==> config.mk <==
export PLATFORM = sky130hd
export DESIGN_NAME = adc_line_scanner_flat
export DESIGN_NICKNAME = d
export VERILOG_FILES = /design/src/rtl/adc_line_scanner_if.sv /design/src/rtl/adc_line_scanner.sv /design/src/flat_wrapper.sv
export SDC_FILE = /design/constraint.sdc
export NUM_CORES = 1
export LEC_CHECK = 0
export ABC_AREA = 1
export CAP_MARGIN = 20
export CORE_ASPECT_RATIO = 1.1
export CORE_MARGIN = 3
export CORE_UTILIZATION = 56
export CTS_BUF_LIST = sky130_fd_sc_hd__clkbuf_16
export CTS_CLUSTER_SIZE = 14
export DETAILED_ROUTE_END_ITERATION = 10
export PLACE_DENSITY = 0.79
export SETUP_SLACK_MARGIN = 0.05
export SKIP_LAST_GASP = 1
export SYNTH_ARGS = -nofsm -noshare
export SYNTH_HDL_FRONTEND = slang
export SYNTH_SLANG_ARGS = --single-unit
==> constraint.sdc <==
create_clock -name clk -period 1.85 [get_ports clk]
set_input_delay 0.185 -clock clk [delete_from_list [all_inputs] [get_ports clk]]
set_output_delay 0.185 -clock clk [all_outputs]
set_load 0.005 [all_outputs]
==> src/rtl/adc_line_scanner_if.sv <==
// SPI pin bundle between adc_line_scanner (master) and the ADC128S022 (slave).
interface adc_line_scanner_if;
  logic adc_cs_n;
  logic adc_sck;
  logic adc_din;
  logic adc_dout;

  modport master (
    output adc_cs_n,
    output adc_sck,
    output adc_din,
    input  adc_dout
  );

  modport slave (
    input  adc_cs_n,
    input  adc_sck,
    input  adc_din,
    output adc_dout
  );
endinterface

==> src/rtl/adc_line_scanner.sv <==
// ADC128S022 scanning SPI master: reads NUM_CH channels from CH_BASE, publishes all results plus
// per-channel line-detect bits at the end of each scan. Optional macro LINE_HYST_EN adds a hysteresis band.
module adc_line_scanner #(
  parameter int CLK_DIV = 10,
  parameter int NUM_CH  = 3,
  parameter int CH_BASE = 5,
  parameter int HYST    = 32
) (
  input  logic                   clk,
  input  logic                   rst,
  input  logic                   enable,
  input  logic [11:0]            threshold,
  adc_line_scanner_if.master     spi,
  output logic [12*NUM_CH-1:0]   ch_data,
  output logic [NUM_CH-1:0]      line_bits,
  output logic                   scan_done,
  output logic                   busy,
  output logic [2:0]             state_dbg
);

  // Status handshake: scan_done is a one-clk pulse on the clk where ch_data and line_bits
  // change; busy covers scan start through the last GAP and drops on that same clk.

  if (CLK_DIV < 2) begin : g_bad_div
    $error("adc_line_scanner: CLK_DIV must be >= 2");
  end
  if (NUM_CH < 1 || NUM_CH > 8 || CH_BASE < 0 || CH_BASE + NUM_CH - 1 > 7) begin : g_bad_ch
    $error("adc_line_scanner: channel range must lie within 0..7");
  end
  if (HYST < 0 || HYST > 4095) begin : g_bad_hyst
    $error("adc_line_scanner: HYST must be within 0..4095");
  end

  localparam int CNT_W = $clog2(2 * CLK_DIV);
  localparam int FR_W  = 4;
  localparam logic [CNT_W-1:0] DIV_LAST = CNT_W'(CLK_DIV - 1);
  localparam logic [CNT_W-1:0] GAP_LAST = CNT_W'(2 * CLK_DIV - 1);
  localparam logic [FR_W-1:0]  LAST_FR  = FR_W'(NUM_CH);

  typedef enum logic [2:0] {
    S_IDLE     = 3'd0,
    S_CS_SETUP = 3'd1,
    S_FRAME    = 3'd2,
    S_GAP      = 3'd3,
    S_COMMIT   = 3'd4
  } state_e;

  state_e               state_q, state_d;
  logic [CNT_W-1:0]     cnt_q, cnt_d;
  logic [3:0]           bit_q, bit_d;
  logic                 phase_q, phase_d;
  logic [FR_W-1:0]      frame_q, frame_d;
  logic [11:0]          shift_q, shift_d;
  logic [12*NUM_CH-1:0] shadow_q, shadow_d;
  logic [11:0]          thr_q, thr_d;
  logic                 cs_n_q, cs_n_d;
  logic                 sck_q, sck_d;
  logic                 din_q, din_d;
  logic [12*NUM_CH-1:0] ch_data_q, ch_data_d;
  logic [NUM_CH-1:0]    line_q, line_d;
  logic [NUM_CH-1:0]    line_next;
  logic                 done_q, done_d;
  logic                 busy_q, busy_d;
  logic [2:0]           addr;

  // The last frame of a scan is a dummy that re-addresses CH_BASE to flush the ADC pipeline.
  always_comb begin
    addr = (frame_q == LAST_FR) ? 3'(CH_BASE) : 3'(CH_BASE) + frame_q[2:0];
  end

`ifdef LINE_HYST_EN
  logic [12:0] thr_sum;
  logic [11:0] thr_hi;
  logic [11:0] thr_lo;

  always_comb begin
    thr_sum   = {1'b0, thr_q} + 13'(HYST);
    thr_hi    = thr_sum[12] ? 12'hFFF : thr_sum[11:0];
    thr_lo    = (thr_q > 12'(HYST)) ? (thr_q - 12'(HYST)) : 12'h000;
    line_next = line_q;
    for (int k = 0; k < NUM_CH; k++) begin
      if (shadow_q[12*k +: 12] >= thr_hi) begin
        line_next[k] = 1'b1;
      end else if (shadow_q[12*k +: 12] < thr_lo) begin
        line_next[k] = 1'b0;
      end
    end
  end
`else
  always_comb begin
    line_next = '0;
    for (int k = 0; k < NUM_CH; k++) begin
      line_next[k] = (shadow_q[12*k +: 12] >= thr_q);
    end
  end
`endif

  always_comb begin
    state_d   = state_q;
    cnt_d     = cnt_q;
    bit_d     = bit_q;
    phase_d   = phase_q;
    frame_d   = frame_q;
    shift_d   = shift_q;
    shadow_d  = shadow_q;
    thr_d     = thr_q;
    ch_data_d = ch_data_q;
    line_d    = line_q;
    done_d    = 1'b0;

    case (state_q)
      S_IDLE: begin
        if (enable) begin
          thr_d   = threshold;
          cnt_d   = '0;
          frame_d = '0;
          state_d = S_CS_SETUP;
        end
      end

      S_CS_SETUP: begin
        if (cnt_q == DIV_LAST) begin
          cnt_d   = '0;
          bit_d   = 4'd0;
          phase_d = 1'b0;
          state_d = S_FRAME;
        end else begin
          cnt_d = cnt_q + CNT_W'(1);
        end
      end

      S_FRAME: begin
        if (cnt_q == DIV_LAST) begin
          cnt_d = '0;
          if (!phase_q) begin
            // Low phase ends: SCK rises on this clk, so this is the sample point.
            phase_d = 1'b1;
            if (bit_q >= 4'd4) begin
              shift_d = {shift_q[10:0], spi.adc_dout};
            end
          end else if (bit_q == 4'd15) begin
            for (int k = 0; k < NUM_CH; k++) begin
              if (frame_q == FR_W'(k + 1)) begin
                shadow_d[12*k +: 12] = shift_q;
              end
            end
            state_d = S_GAP;
          end else begin
            bit_d   = bit_q + 4'd1;
            phase_d = 1'b0;
          end
        end else begin
          cnt_d = cnt_q + CNT_W'(1);
        end
      end

      S_GAP: begin
        if (cnt_q == GAP_LAST) begin
          cnt_d = '0;
          if (frame_q == LAST_FR) begin
            ch_data_d = shadow_q;
            line_d    = line_next;
            done_d    = 1'b1;
            state_d   = S_COMMIT;
          end else begin
            frame_d = frame_q + FR_W'(1);
            state_d = S_CS_SETUP;
          end
        end else begin
          cnt_d = cnt_q + CNT_W'(1);
        end
      end

      S_COMMIT: begin
        if (enable) begin
          thr_d   = threshold;
          cnt_d   = '0;
          frame_d = '0;
          state_d = S_CS_SETUP;
        end else begin
          state_d = S_IDLE;
        end
      end

      default: begin
        state_d = S_IDLE;
      end
    endcase

    // Pin levels are registered from the next state so they line up with it and never glitch.
    cs_n_d = !(state_d == S_CS_SETUP || state_d == S_FRAME);
    sck_d  = !(state_d == S_FRAME && !phase_d);
    din_d  = 1'b0;
    if (state_d == S_FRAME) begin
      case (bit_d)
        4'd2:    din_d = addr[2];
        4'd3:    din_d = addr[1];
        4'd4:    din_d = addr[0];
        default: din_d = 1'b0;
      endcase
    end
    busy_d = (state_d == S_CS_SETUP) || (state_d == S_FRAME) || (state_d == S_GAP);
  end

  always_ff @(posedge clk) begin
    if (rst) begin
      state_q   <= S_IDLE;
      cnt_q     <= '0;
      bit_q     <= 4'd0;
      phase_q   <= 1'b0;
      frame_q   <= '0;
      shift_q   <= 12'h000;
      shadow_q  <= '0;
      thr_q     <= 12'h000;
      cs_n_q    <= 1'b1;
      sck_q     <= 1'b1;
      din_q     <= 1'b0;
      ch_data_q <= '0;
      line_q    <= '0;
      done_q    <= 1'b0;
      busy_q    <= 1'b0;
    end else begin
      state_q   <= state_d;
      cnt_q     <= cnt_d;
      bit_q     <= bit_d;
      phase_q   <= phase_d;
      frame_q   <= frame_d;
      shift_q   <= shift_d;
      shadow_q  <= shadow_d;
      thr_q     <= thr_d;
      cs_n_q    <= cs_n_d;
      sck_q     <= sck_d;
      din_q     <= din_d;
      ch_data_q <= ch_data_d;
      line_q    <= line_d;
      done_q    <= done_d;
      busy_q    <= busy_d;
    end
  end

  assign spi.adc_cs_n = cs_n_q;
  assign spi.adc_sck  = sck_q;
  assign spi.adc_din  = din_q;
  assign ch_data      = ch_data_q;
  assign line_bits    = line_q;
  assign scan_done    = done_q;
  assign busy         = busy_q;
  assign state_dbg    = state_q;

endmodule

==> src/flat_wrapper.sv <==
// flat-port wrapper written by rule: the top's interface ports become plain ports
module adc_line_scanner_flat 
#(
  parameter int CLK_DIV = 10,
  parameter int NUM_CH  = 3,
  parameter int CH_BASE = 5,
  parameter int HYST    = 32
)
  (clk, rst, enable, threshold, ch_data, line_bits, scan_done, busy, state_dbg, spi_adc_cs_n, spi_adc_sck, spi_adc_din, spi_adc_dout);
  adc_line_scanner_if spi_i ();
  input  logic clk;
  input  logic rst;
  input  logic enable;
  input  logic [11:0] threshold;
  output logic [12*NUM_CH-1:0] ch_data;
  output logic [NUM_CH-1:0] line_bits;
  output logic scan_done;
  output logic busy;
  output logic [2:0] state_dbg;
  output wire logic [$bits(spi_i.adc_cs_n)-1:0] spi_adc_cs_n;
  output wire logic [$bits(spi_i.adc_sck)-1:0] spi_adc_sck;
  output wire logic [$bits(spi_i.adc_din)-1:0] spi_adc_din;
  input wire logic [$bits(spi_i.adc_dout)-1:0] spi_adc_dout;
  assign spi_adc_cs_n = spi_i.adc_cs_n;
  assign spi_adc_sck = spi_i.adc_sck;
  assign spi_adc_din = spi_i.adc_din;
  assign spi_i.adc_dout = spi_adc_dout;
  adc_line_scanner #(.CLK_DIV(CLK_DIV), .NUM_CH(NUM_CH), .CH_BASE(CH_BASE), .HYST(HYST)) u_core (.clk(clk), .rst(rst), .enable(enable), .threshold(threshold), .spi(spi_i), .ch_data(ch_data), .line_bits(line_bits), .scan_done(scan_done), .busy(busy), .state_dbg(state_dbg));
endmodule
==> results.json <==
{
  "status": "finished clean",
  "clock_sink_count": 121,
  "p_switching_uw": 1920,
  "finalHoldViolations": 0,
  "clk_transition_reported_paths_ns": 0.05,
  "num_io_pins": 63,
  "finalWeightedCongestion": 0.853,
  "pwr_density_cell_mw_per_mm2": 983,
  "placement.io_buffers": 62,
  "leakagePower_uw": 0.00276,
  "hpwl_um": 9620,
  "share_of_the_cycle_needed_by_the_critical_path_after_routing_pct": 95.2,
  "cts_hold_buffers": 0,
  "relSlewSlack_pct": 72.5,
  "design.core.area_mm2": 0.00958,
  "synth.yosys.seq_area_share_pct": 43.1,
  "x_dimension_of_the_die_um": 102,
  "grt_setup_unrepaired": "true",
  "clock_tree_from_tritoncts": "yes",
  "drt_total_wl_um": 14500,
  "n_fill_cell": 704,
  "design_power_total_uw": 6820,
  "synth_seq_cells": 121,
  "mappedNetlistNets": 743,
  "cts_max_path_buffers": 2,
  "pre_cts_slack_ns": -0.00978,
  "h-tree-depth": 4,
  "stages_on_the_worst_setup_path": 10,
  "chipHeight_um": 111,
  "cp_cell_sequence": "ha_1, nand2_1, inv_2, nand2_4, nor2_4, nand3b_4, clkinv_8, nand3_4, o21ai_1, a21oi_1",
  "worst-endpoint-required_ns": 2.15,
  "max_freq_ghz": 0.568,
  "finClkSkew_ns": 0.00693,
  "globalRouteOverflowTotal": 0,
  "via_per_inst": 5.75,
  "postSynthCellCount": 685,
  "global_route.usage.met2_pct": 42.3,
  "r2r_cells": 10,
  "multiInputGateArea_mm2": 0.00281,
  "nNetsFinal": 811,
  "ys.warnings.count": 0,
  "grt_max_degree": 58,
  "flow.area_growth_from_synthesis_pct": 23.4,
  "max_slew.worst_pin.slew_ns": 0.412,
  "grt.busiest_layer": "met2",
  "hold-path-cell-count": 3,
  "start_kind": "flop",
  "maxCapViolCount": 0,
  "cp-end-kind": "flop",
  "routedWlPerCell_um": 16.5,
  "most-common-layout-cells": "dfxtp_1, a21oi_1, nand2_1",
  "layout.area.seq_mm2": 0.00243,
  "power.internal_uw": 4900,
  "report.final.setup_viol": 0,
  "mostFrequentLayoutCell": "dfxtp_1",
  "post-route-worst-setup-slack_ns": 0.0890,
  "numCtsBuffers": 17,
  "gr-usage-met3_pct": 6.92,
  "power.switching_fraction_pct": 28.2,
  "grt_use_total_pct": 25.4,
  "yosysUniqueCellTypes": 35,
  "detailedRoute.firstPassIterationCount": 5,
  "p_comb_share_pct": 16.4,
  "ir_drop_v": 0.000809,
  "antenna_violating_nets_post_route": 0,
  "initial_antenna_violation_count": 0,
  "worst-endpoint-arrival_ns": 2.06,
  "grt_pass1_vias": 4813,
  "pwr-share-seq_pct": 40.9,
  "floorplan.initialDensity_pct": 58.7,
  "worst_skew_pair.late_latency_ns": 0.42,
  "worst-setup-path-type": "reg2reg",
  "syn_area_mm2": 0.00563,
  "grt_use_met1_pct": 30.3,
  "synth.avg_cell_area_um2": 8.21,
  "antenna-diode-count": 0,
  "cts.root.buffer_cell": "clkbuf_16",
  "finalCriticalPeriod_ns": 1.76,
  "std_cell_rows": 37,
  "floorplan.die_area_mm2": 0.0113,
  "path_max_fanout": 7,
  "post_synth_top_flop": "dfxtp_1",
  "cp_slowest_cell": "dfxtp_1",
  "synth-edff-count": 0,
  "dr_total_vias": 5051,
  "final_layout_size_suffix_gt1_share_pct": 14.0,
  "min_path_type": "in2reg",
  "asyncSetResetFlopFracSynth_pct": 0,
  "remaining_drc_errors": 0,
  "final-max-slew-violation-count": 0,
  "clockPowerShare_pct": 42.7,
  "delay_of_the_slowest_critical_path_stage_ns": 0.38,
  "cp_top_family": "simple AND/OR/NAND/NOR gates",
  "initialDrtViolationCount": 318,
  "critical_path.n_buffers_inverters": 2,
  "grt_pass1_wl_um": 22600
}
==> cell type report <==
class                      count  share of cell area, %
clock buffer                  17                   6.13
clock inverter                11                   1.24
inverter                      79                   4.45
multi-input combinational    459                   40.4
sequential                   121                   34.9
tap                          117                   2.11
timing repair buffer          75                   10.7
==> synthesized netlist by cell type (2+ instances only) <==
master / count / area [um2]
nand3_2: 2 / 20.0
inv_1: 75 / 282
o21a_1: 3 / 22.5
ha_1: 42 / 526
xor2_1: 4 / 35.0
buf_2: 2 / 10.0
nand2_1: 79 / 297
clkbuf_1: 10 / 37.5
nand4_1: 5 / 31.3
nand2_2: 3 / 18.8
o21ai_0: 61 / 305
buf_6: 12 / 135
nor2_4: 6 / 67.6
o21ai_1: 16 / 80.1
nor2_1: 56 / 210
nand3_1: 55 / 275
dfxtp_1: 121 / 2420
nand3_4: 2 / 35.0
inv_2: 2 / 7.51
buf_1: 5 / 18.8
o21ai_2: 32 / 280
nor3_1: 3 / 15.0
a21oi_1: 77 / 385
==> power by group through the flow <==
stage          logic (uW)  registers, uW  clock network, uW
2_1_floorplan         665           2840                  0
3_3_place_gp          953           2840                  0
3_5_place_dp          992           2840                  0
4_1_cts              1020           2790               2940
5_1_grt              1240           2800               3060
6_report             1120           2790               2910
==> tightest hold or removal path, cell delays in order <==
cell and delay (ns):
clkdlybuf4s50_1 0.39, o21ai_0 0.15, a21oi_1 0.04
==> metal layers <==
| metal | vias up | wire [um] | part of all wire, % |
|---|---|---|---|
| met3 | 36 | 798 | 5.5 |
| met4 | 0 | 466 | 3.2 |
| met1 | 2375 | 5700 | 39 |
| li1 | 2441 | - | - |
| met2 | 199 | 7520 | 52 |
| met5 | - | 0 | 0 |
==> through the flow <==
stage | area [um2] | util (%) | instances | hold WS, ns | setup TNS (ns)
after floorplan | 5630 | - | 685 | 0.350 | 0
after global placement | 6290 | 65.7 | 845 | 0.463 | 0
after detailed placement | 6290 | 65.7 | 845 | 0.464 | -0.0178
after CTS | 6800 | 71.0 | 873 | 0.383 | -0.0446
after global routing | 6940 | 72.4 | 879 | 0.390 | -0.0192
final | 6940 | 72.4 | 879 | 0.390 | 0
==> sequential cells by signal (all words and copies together) (netlist names) <==
| name | cells |
|---|---|
| u_core.bit_q | 4 |
| u_core.busy | 1 |
| u_core.ch_data | 36 |
| u_core.cnt_q | 5 |
| u_core.frame_q | 4 |
| u_core.line_bits | 3 |
| u_core.phase_q | 1 |
| u_core.scan_done | 1 |
| u_core.shadow_q | 36 |
| u_core.shift_q | 12 |
| u_core.spi.adc_cs_n | 1 |
| u_core.spi.adc_din | 1 |
| u_core.spi.adc_sck | 1 |
| u_core.state_dbg | 3 |
| u_core.thr_q | 12 |
==> worst paths after layout <==
path,startpoint,endpoint,slack (ns)
worst max-delay path,u_core.cnt_q[0],u_core.shadow_q[4],0.09
worst min-delay path,threshold[3],u_core.thr_q[3],0.39
worst max register to register,u_core.cnt_q[0],u_core.shadow_q[4],0.09
worst min register to register,u_core.line_bits[2],u_core.line_bits[2],0.47
==> cells by family (layout without fill, tap and decap cells) <==
family                   count (synthesis)  in the layout  synth area share, %
XOR/XNOR                                 5              5                0.778
flip-flops                             121            121                 43.1
buffers and inverters                  109            182                 9.03
adder cells (fa/ha/maj)                 42             42                 9.34
AND/OR/NAND/NOR                        217            221                 18.5
AO/OA/AOI/OAI                          191            191                 19.3
==> repair_timing <==
item / CTS / global route
cloned: 0 / 4
endpoints found under the setup margin: 21 / 70
gates resized for setup: 1 / 38
pin swaps: 0 / 4
buffers inserted: 0 / 2
Note: power is estimated with default switching activity, not from simulation.
